## src/rtl/sbc16_bus_pkg.sv

```systemverilog
// sbc16_bus_pkg
// Shared definitions for the sbc16 RAM arbiter: arbiter FSM state encoding,
// master index constants and default bus widths.
package sbc16_bus_pkg;

    localparam int ADDR_W_DEF = 16;
    localparam int DATA_W_DEF = 16;

    // Master indices; also the bit positions in the request vector.
    localparam logic M_CPU = 1'b0;
    localparam logic M_LDR = 1'b1;

    typedef enum logic [1:0] {
        IDLE  = 2'd0,
        ISSUE = 2'd1,
        RESP  = 2'd2
    } state_e;

endpackage

```

## src/rtl/sbc16_rr_pick2.sv

```systemverilog
// sbc16_rr_pick2
// Combinational two-way request picker.
//   req      in   2  request vector, bit i = master i
//   last     in   1  index of the master granted most recently
//   mask     in   2  masters excluded from this pick
//   gnt_vld  out  1  some unmasked master is requesting
//   gnt_idx  out  1  index of the chosen master (0 when nothing is picked)
// ROUND_ROBIN = 1 breaks a tie in favour of the master not granted last;
// ROUND_ROBIN = 0 always breaks a tie in favour of master 0.
module sbc16_rr_pick2
    import sbc16_bus_pkg::*;
#(
    parameter bit ROUND_ROBIN = 1'b1
) (
    input  logic [1:0] req,
    input  logic       last,
    input  logic [1:0] mask,
    output logic       gnt_vld,
    output logic       gnt_idx
);

    logic [1:0] eligible;

    always_comb begin
        eligible = req & ~mask;
        gnt_vld  = |eligible;
        gnt_idx  = M_CPU;
        case (eligible)
            2'b10:   gnt_idx = M_LDR;
            2'b11:   gnt_idx = ROUND_ROBIN ? ~last : M_CPU;
            default: gnt_idx = M_CPU;
        endcase
    end

endmodule

```

## src/rtl/sbc16_mem_arbiter.sv

```systemverilog
// sbc16_mem_arbiter
// Shares the single-port synchronous-read system RAM between the CPU
// (master 0) and a debug/loader master (master 1). Each access runs
// IDLE/RESP (pick + capture) -> ISSUE (drive RAM) -> RESP (ack + rdata).
//   clk, reset              25 MHz clock, synchronous active-high reset
//   mN_req/we/addr/wdata    master N request, held until mN_ack
//   mN_ack                  one-cycle completion pulse to master N
//   m_rdata                 read data, meaningful only in an ack cycle
//   mem_addr/we/wdata       RAM command, valid in the ISSUE cycle
//   mem_rdata               RAM read data, one cycle after the address
module sbc16_mem_arbiter
    import sbc16_bus_pkg::*;
#(
    parameter int ADDR_W      = ADDR_W_DEF,
    parameter int DATA_W      = DATA_W_DEF,
    parameter int ROUND_ROBIN = 1
) (
    input  logic              clk,
    input  logic              reset,
    input  logic              m0_req,
    input  logic              m0_we,
    input  logic [ADDR_W-1:0] m0_addr,
    input  logic [DATA_W-1:0] m0_wdata,
    input  logic              m1_req,
    input  logic              m1_we,
    input  logic [ADDR_W-1:0] m1_addr,
    input  logic [DATA_W-1:0] m1_wdata,
    output logic              m0_ack,
    output logic              m1_ack,
    output logic [DATA_W-1:0] m_rdata,
    output logic [ADDR_W-1:0] mem_addr,
    output logic              mem_we,
    output logic [DATA_W-1:0] mem_wdata,
    input  logic [DATA_W-1:0] mem_rdata
);

    state_e            state_q, state_d;
    logic              owner_q, owner_d;
    logic              last_q,  last_d;
    logic              we_q,    we_d;
    logic [ADDR_W-1:0] addr_q,  addr_d;
    logic [DATA_W-1:0] wdata_q, wdata_d;

    logic [1:0] req_vec;
    logic [1:0] pick_mask;
    logic       gnt_vld;
    logic       gnt_idx;

    assign req_vec = {m1_req, m0_req};

    // In the owner's ack cycle its own request is masked so the other
    // master can be captured immediately; this is what prevents starvation
    // in fixed-priority mode.
    assign pick_mask = (state_q == RESP) ? ((owner_q == M_LDR) ? 2'b10 : 2'b01)
                                         : 2'b00;

    sbc16_rr_pick2 #(
        .ROUND_ROBIN (ROUND_ROBIN != 0)
    ) u_pick (
        .req     (req_vec),
        .last    (last_q),
        .mask    (pick_mask),
        .gnt_vld (gnt_vld),
        .gnt_idx (gnt_idx)
    );

    always_comb begin
        state_d = state_q;
        owner_d = owner_q;
        last_d  = last_q;
        we_d    = we_q;
        addr_d  = addr_q;
        wdata_d = wdata_q;
        case (state_q)
            IDLE, RESP: begin
                if (gnt_vld) begin
                    state_d = ISSUE;
                    owner_d = gnt_idx;
                    last_d  = gnt_idx;
                    if (gnt_idx == M_LDR) begin
                        we_d    = m1_we;
                        addr_d  = m1_addr;
                        wdata_d = m1_wdata;
                    end else begin
                        we_d    = m0_we;
                        addr_d  = m0_addr;
                        wdata_d = m0_wdata;
                    end
                end else begin
                    state_d = IDLE;
                end
            end
            ISSUE:   state_d = RESP;
            default: state_d = IDLE;
        endcase
    end

    // Outputs are gated by reset so an abandoned transaction neither
    // writes the RAM nor acknowledges in the reset cycle.
    always_comb begin
        mem_addr  = addr_q;
        mem_wdata = wdata_q;
        mem_we    = (state_q == ISSUE) && we_q && !reset;
        m0_ack    = (state_q == RESP) && (owner_q == M_CPU) && !reset;
        m1_ack    = (state_q == RESP) && (owner_q == M_LDR) && !reset;
        m_rdata   = ((state_q == RESP) && !reset) ? mem_rdata : '0;
    end

    always_ff @(posedge clk) begin
        if (reset) begin
            state_q <= IDLE;
            owner_q <= M_CPU;
            last_q  <= M_LDR;
            we_q    <= 1'b0;
            addr_q  <= '0;
            wdata_q <= '0;
        end else begin
            state_q <= state_d;
            owner_q <= owner_d;
            last_q  <= last_d;
            we_q    <= we_d;
            addr_q  <= addr_d;
            wdata_q <= wdata_d;
        end
    end

endmodule
```

## config.mk

```make
export PLATFORM = sky130hd
export DESIGN_NAME = sbc16_mem_arbiter
export DESIGN_NICKNAME = d
export VERILOG_FILES = /design/src/rtl/sbc16_bus_pkg.sv /design/src/rtl/sbc16_rr_pick2.sv /design/src/rtl/sbc16_mem_arbiter.sv
export SDC_FILE = /design/constraint.sdc
export NUM_CORES = 1
export LEC_CHECK = 0
export CORE_MARGIN = 8
export CORE_UTILIZATION = 38
export DETAILED_ROUTE_END_ITERATION = 12
export PLACE_DENSITY = 0.82
export SLEW_MARGIN = 25
export SYNTH_ARGS = -nofsm -noshare
export SYNTH_HDL_FRONTEND = slang
export SYNTH_SLANG_ARGS = --single-unit
```

## constraint.sdc

```tcl
create_clock -name clk -period 1.7 [get_ports clk]
set_input_delay 0.34 -clock clk [delete_from_list [all_inputs] [get_ports clk]]
set_output_delay 0.34 -clock clk [all_outputs]
set_load 0.05 [all_outputs]
```

Word-level counts from Yosys, hierarchy flattened
Cells that the tools add are included. W data, S select, Z words.

Register bits after elaboration: 37. Input bits: 86. Logic and storage cells: 35.

Eq/ne operators: 4. Multiplexer cells: 9. Bitwise logic cells: 4. Reductions and logical operators: 12.

Operator list (number): $mux W16 (3); $logic_and A1 B1 Y1 (7); $eq A2 B2 Y1 const B (3); $mux W2 (2); $pmux W2 S2 (1); $reduce_or A2 Y1 (2); $and A2 B2 Y2 (1); $eq A2 B1 Y1 const B (1); $logic_not A2 Y1 (1); $mux W1 (2); $not A1 Y1 (2); $not A2 Y2 (1); $pmux W1 S2 (1); $reduce_and A2 Y1 (1); $logic_not A1 Y1 (1).

Depth between registers and ports, before layout
Depth in word-level cells: 7. Gate-level depth with buffers: 6.

Cells and area by module
A second synthesis with hierarchy kept.

Cells, all modules: 190. Area total of the unflattened synthesis: 1993.2 µm².

By module, submodules not included: sbc16_mem_arbiter (instances 1, cells each 185, area each 1954.4 µm², sequential area each 740.7 µm²); sbc16_rr_pick2 (instances 1, cells each 5, area each 38.8 µm², sequential area each 0.0 µm²).

Worst setup path before layout
Ideal clock, no wire load.

Path kind: input port to output port. From: in reset. To: out m0_ack. Arrival: 1915 ps. Data required time: 1360 ps. Setup slack: -555 ps. Stages: 3. Path through: clkbuf_1 > clkbuf_1 > nor3_1.

Cells in the longest elaborated chain, start to end: 2.

Ends and longest elaborated chain: from (decl) (RTL line sbc16_mem_arbiter.sv:19) `input logic reset,`; $logic_not A1 Y1 (RTL line sbc16_mem_arbiter.sv:104) `m0_ack = (state_q == RESP) && (owner_q == M_CPU) && !reset;`; $logic_and A1 B1 Y1 (RTL line sbc16_mem_arbiter.sv:104); to (decl) (RTL line sbc16_mem_arbiter.sv:28) `output logic m0_ack,`.

Every way passes these cells.

Worst setup path in the final report
From: reg state_q[0]. To: out m1_ack.

Cells in the longest elaborated chain, start to end: 3.

Ends and longest elaborated chain: from (decl) (RTL line sbc16_mem_arbiter.sv:37) `state_e state_q, state_d;`; from (signal assigned) (RTL line sbc16_mem_arbiter.sv:118) `state_q <= state_d;`; $eq A2 B2 Y1 (RTL line sbc16_mem_arbiter.sv:105) `m1_ack = (state_q == RESP) && (owner_q == M_LDR) && !reset;`; $logic_and A1 B1 Y1 (2 in a row) (RTL line sbc16_mem_arbiter.sv:105); to (decl) (RTL line sbc16_mem_arbiter.sv:29) `output logic m1_ack,`.

Every way passes these cells.

==> flow_summary.yaml <==
floorplanning:
  core_mm2: 0.005851
  chipHeight_um: 93.26
  dieWidth_um: 93.26
  start_util: 0.3877
  die_area_mm2: 0.008697
  ios: 137
  rows: 28
critical_path:
  crit_slowest_cell: "dfxtp_4"
  cp_cell_sequence: "nand2b_4 > nor2_4 > buf_6 > and2_4 > buf_12"
  r2r_slack_ns: 0.08
  timing.rr.end: "mem_wdata[5]"
  cp_data_arrival_time_ns: 1.34
  path_max_fanout: 9
  reg2reg_depth: 5
  cp_top_family: "simple AND/OR/NAND/NOR gates"
  cpPeakStageDelay_ns: 0.36
  timing.critical_path.buf_inv: 2
  path_depth: 5
  cp-end-kind: "output pin"
  cp.required_ns: 1.36
  path_class: "flop to output pin"
  r2r_start: "state_q[0]"
  startpoint_type: "flop"
sta:
  slew_headroom: 0.7680
  clock_skew_ns: 0.005569
  rsz0062_at_grt: "true"
  fin_setup_tns_ns: 0
  worst_hold_slack_ns: 0.3426
  post-route-period-util: 0.9890
  setup_violations: 0
  hold_viol: 0
  final_max_slew_viol_count: 0
  period_needed_ns: 1.681
  tightest_slew_ns: 0.3481
  fmax_mhz: 594.8
global_route:
  grt.overflow.total: 0
  grtUsageTotal: 0.1739
  grt_pass1_vias: 2461
  grt_pass1_wl_mm: 12.32
  antenna_found_initial: 0
  grt_max_degree: 22
detailed_routing:
  drcViolationCount: 0
  num_vias: 2262
  drt-total-wl_mm: 7.721
  dr_wl_met3_um: 853
  drt-met1-wl_mm: 2.998
  top_layer: "met4"
  ant_nets: 0
  wl_per_cell_um: 17.35
  drt_first_iter_violations: 91
  vias_per_cell: 5.083
  wl_met2_mm: 3.821
  drt-pass1-iter-count: 4
logic_synthesis:
  ys_ff_latch: 37
  avgSynthCellArea_um2: 9.906
  yosysWarnings: 0
  synth_xor_area_frac: 0
  yosysUniqueCellTypes: 25
  muxShareOfSynthArea: 0
  synth-adder-area-share: 0
  synthesis.area_mm2: 0.002268
  netlist_instances: 229
  synth_top_family_by_area: "compound AO/OA/AOI/OAI gates"
  synth-compound-area-share: 0.4126
  synthSimpleGateAreaFrac: 0.1384
  ys_seq_area_frac: 0.3265
  synth_fp_nets: 315
run:
  maxCapViolations: 0
layout:
  nets: 455
  fin_util: 0.6901
  fillers: 468
  antenna_cells: 0
  final_common_cell: "clkdlybuf4s50_1"
  drive_above_1_share: 0.4432
  final_cell_mix: "83 x clkdlybuf4s50_1, 43 x buf_4, 35 x nand2_1, 35 x dfxtp_1, 33 x inv_1"
  syn_to_final_growth_pct: 77.99
pwr:
  powerDensity_mw_per_mm2: 730.2
  ir_drop_v: 0.0003922
  total_power_uw: 2948
  leakage_uw: 0.001593
clock_tree:
  postCtsHoldBufs: 0
  clock-sinks: 37
  cts_max_level: 2
  path_clk_slew_ns: 0.07
  cts_buffer_depth: 2
  clk_latency_ns: 0.29
  cts_tree: "yes"
  root_buffer: "clkbuf_8"
  cts_made_buffers: 5
placement:
  io_buffer_count: 136
  dp_hpwl_mm: 5.880
  gp_congestion: 0.7371
worst_hold_path:
  hold_path.startpoint: "reset"
  worstHoldPathCells: 2
  hold-path-endpoint: "state_q[1]"
  hp-class: "primary input to flop"
outcome:
  status: "completed"
==> Yosys cell counts (all sizes together) <==
cell type,instances,area share
dfxtp,37,0.33
nand2,35,0.058
a211oi,33,0.17
a221oi,33,0.21
inv,33,0.055
and2,18,0.050
buf,17,0.060
clkbuf,5,0.0083
nand2b,3,0.0094
a21oi,2,0.0094
nand3b,2,0.0066
nor2,2,0.0033
o21ai,2,0.0044
and2b,1,0.0033
nor3,1,0.0022
nor3b,1,0.0033
o211a,1,0.0044
o211ai,1,0.0055
o21bai,1,0.0083
or2,1,0.0028
==> what timing repair did <==
item,in CTS,in global routing
endpoints found under the setup margin,19,18
pin swaps,0,8
gates cloned,1,0
gates resized for setup,22,8
buffers inserted,0,2
==> worst max path at each step <==
stage,start,endpoint
floorplan,state_q[1],m_rdata[10]
global placement,m0_req,mem_wdata[5]
detailed placement,m0_req,mem_wdata[5]
CTS,state_q[0],m_rdata[1]
global route,state_q[0],m1_ack
finish,state_q[0],m1_ack
==> metrics by stage <==
stage	cell area, µm²	cells	worst slack [ns]
floorplan	2280	229	-0.04546
global placement	3856	434	-0.2716
detailed placement	3856	434	-0.3930
CTS	4001	443	-0.02237
global route	4038	445	-0.05306
finish	4038	445	0.01867
==> logic make-up (layout without fill, tap and decap cells) <==
| family | Yosys count | count (layout) |
|---|---|---|
| simple gates | 64 | 64 |
| flops | 37 | 37 |
| compound gates | 73 | 73 |
| buf+inv | 55 | 196 |
==> flip-flops by register name (all words and copies together), names as in the netlist <==
| name | flops |
|---|---|
| last_q | 1 |
| mem_addr | 16 |
| mem_wdata | 16 |
| owner_q | 1 |
| state_q | 2 |
| we_q | 1 |
==> per-layer routing <==
metal  track usage  up-vias
met2        0.3067       98
met5             0        -
li1              -     1099
met4       0.03221        0
met3       0.08333        8
met1        0.1841     1057
==> power by group <==
| group | switching [µW] | leakage [µW] | internal, µW | total, µW |
|---|---|---|---|---|
| Clock | 320 | 0.0000450 | 284 | 605 |
| Sequential | 56.2 | 0.000308 | 964 | 1020 |
| Combinational | 746 | 0.00124 | 577 | 1320 |
==> layout make-up <==
| type | count | area, µm² | share of cell area |
|---|---|---|---|
| Sequential cell | 37 | 745.7 | 0.1847 |
| Clock buffer | 6 | 72.57 | 0.01797 |
| Clock inverter | 2 | 10.01 | 0.002479 |
| Multi-Input combinational cell | 137 | 1319 | 0.3266 |
| Tap cell | 75 | 93.84 | 0.02324 |
| Timing Repair Buffer | 155 | 1673 | 0.4143 |
| Inverter | 33 | 123.9 | 0.03068 |
Note: power is estimated with default switching activity, not from simulation.
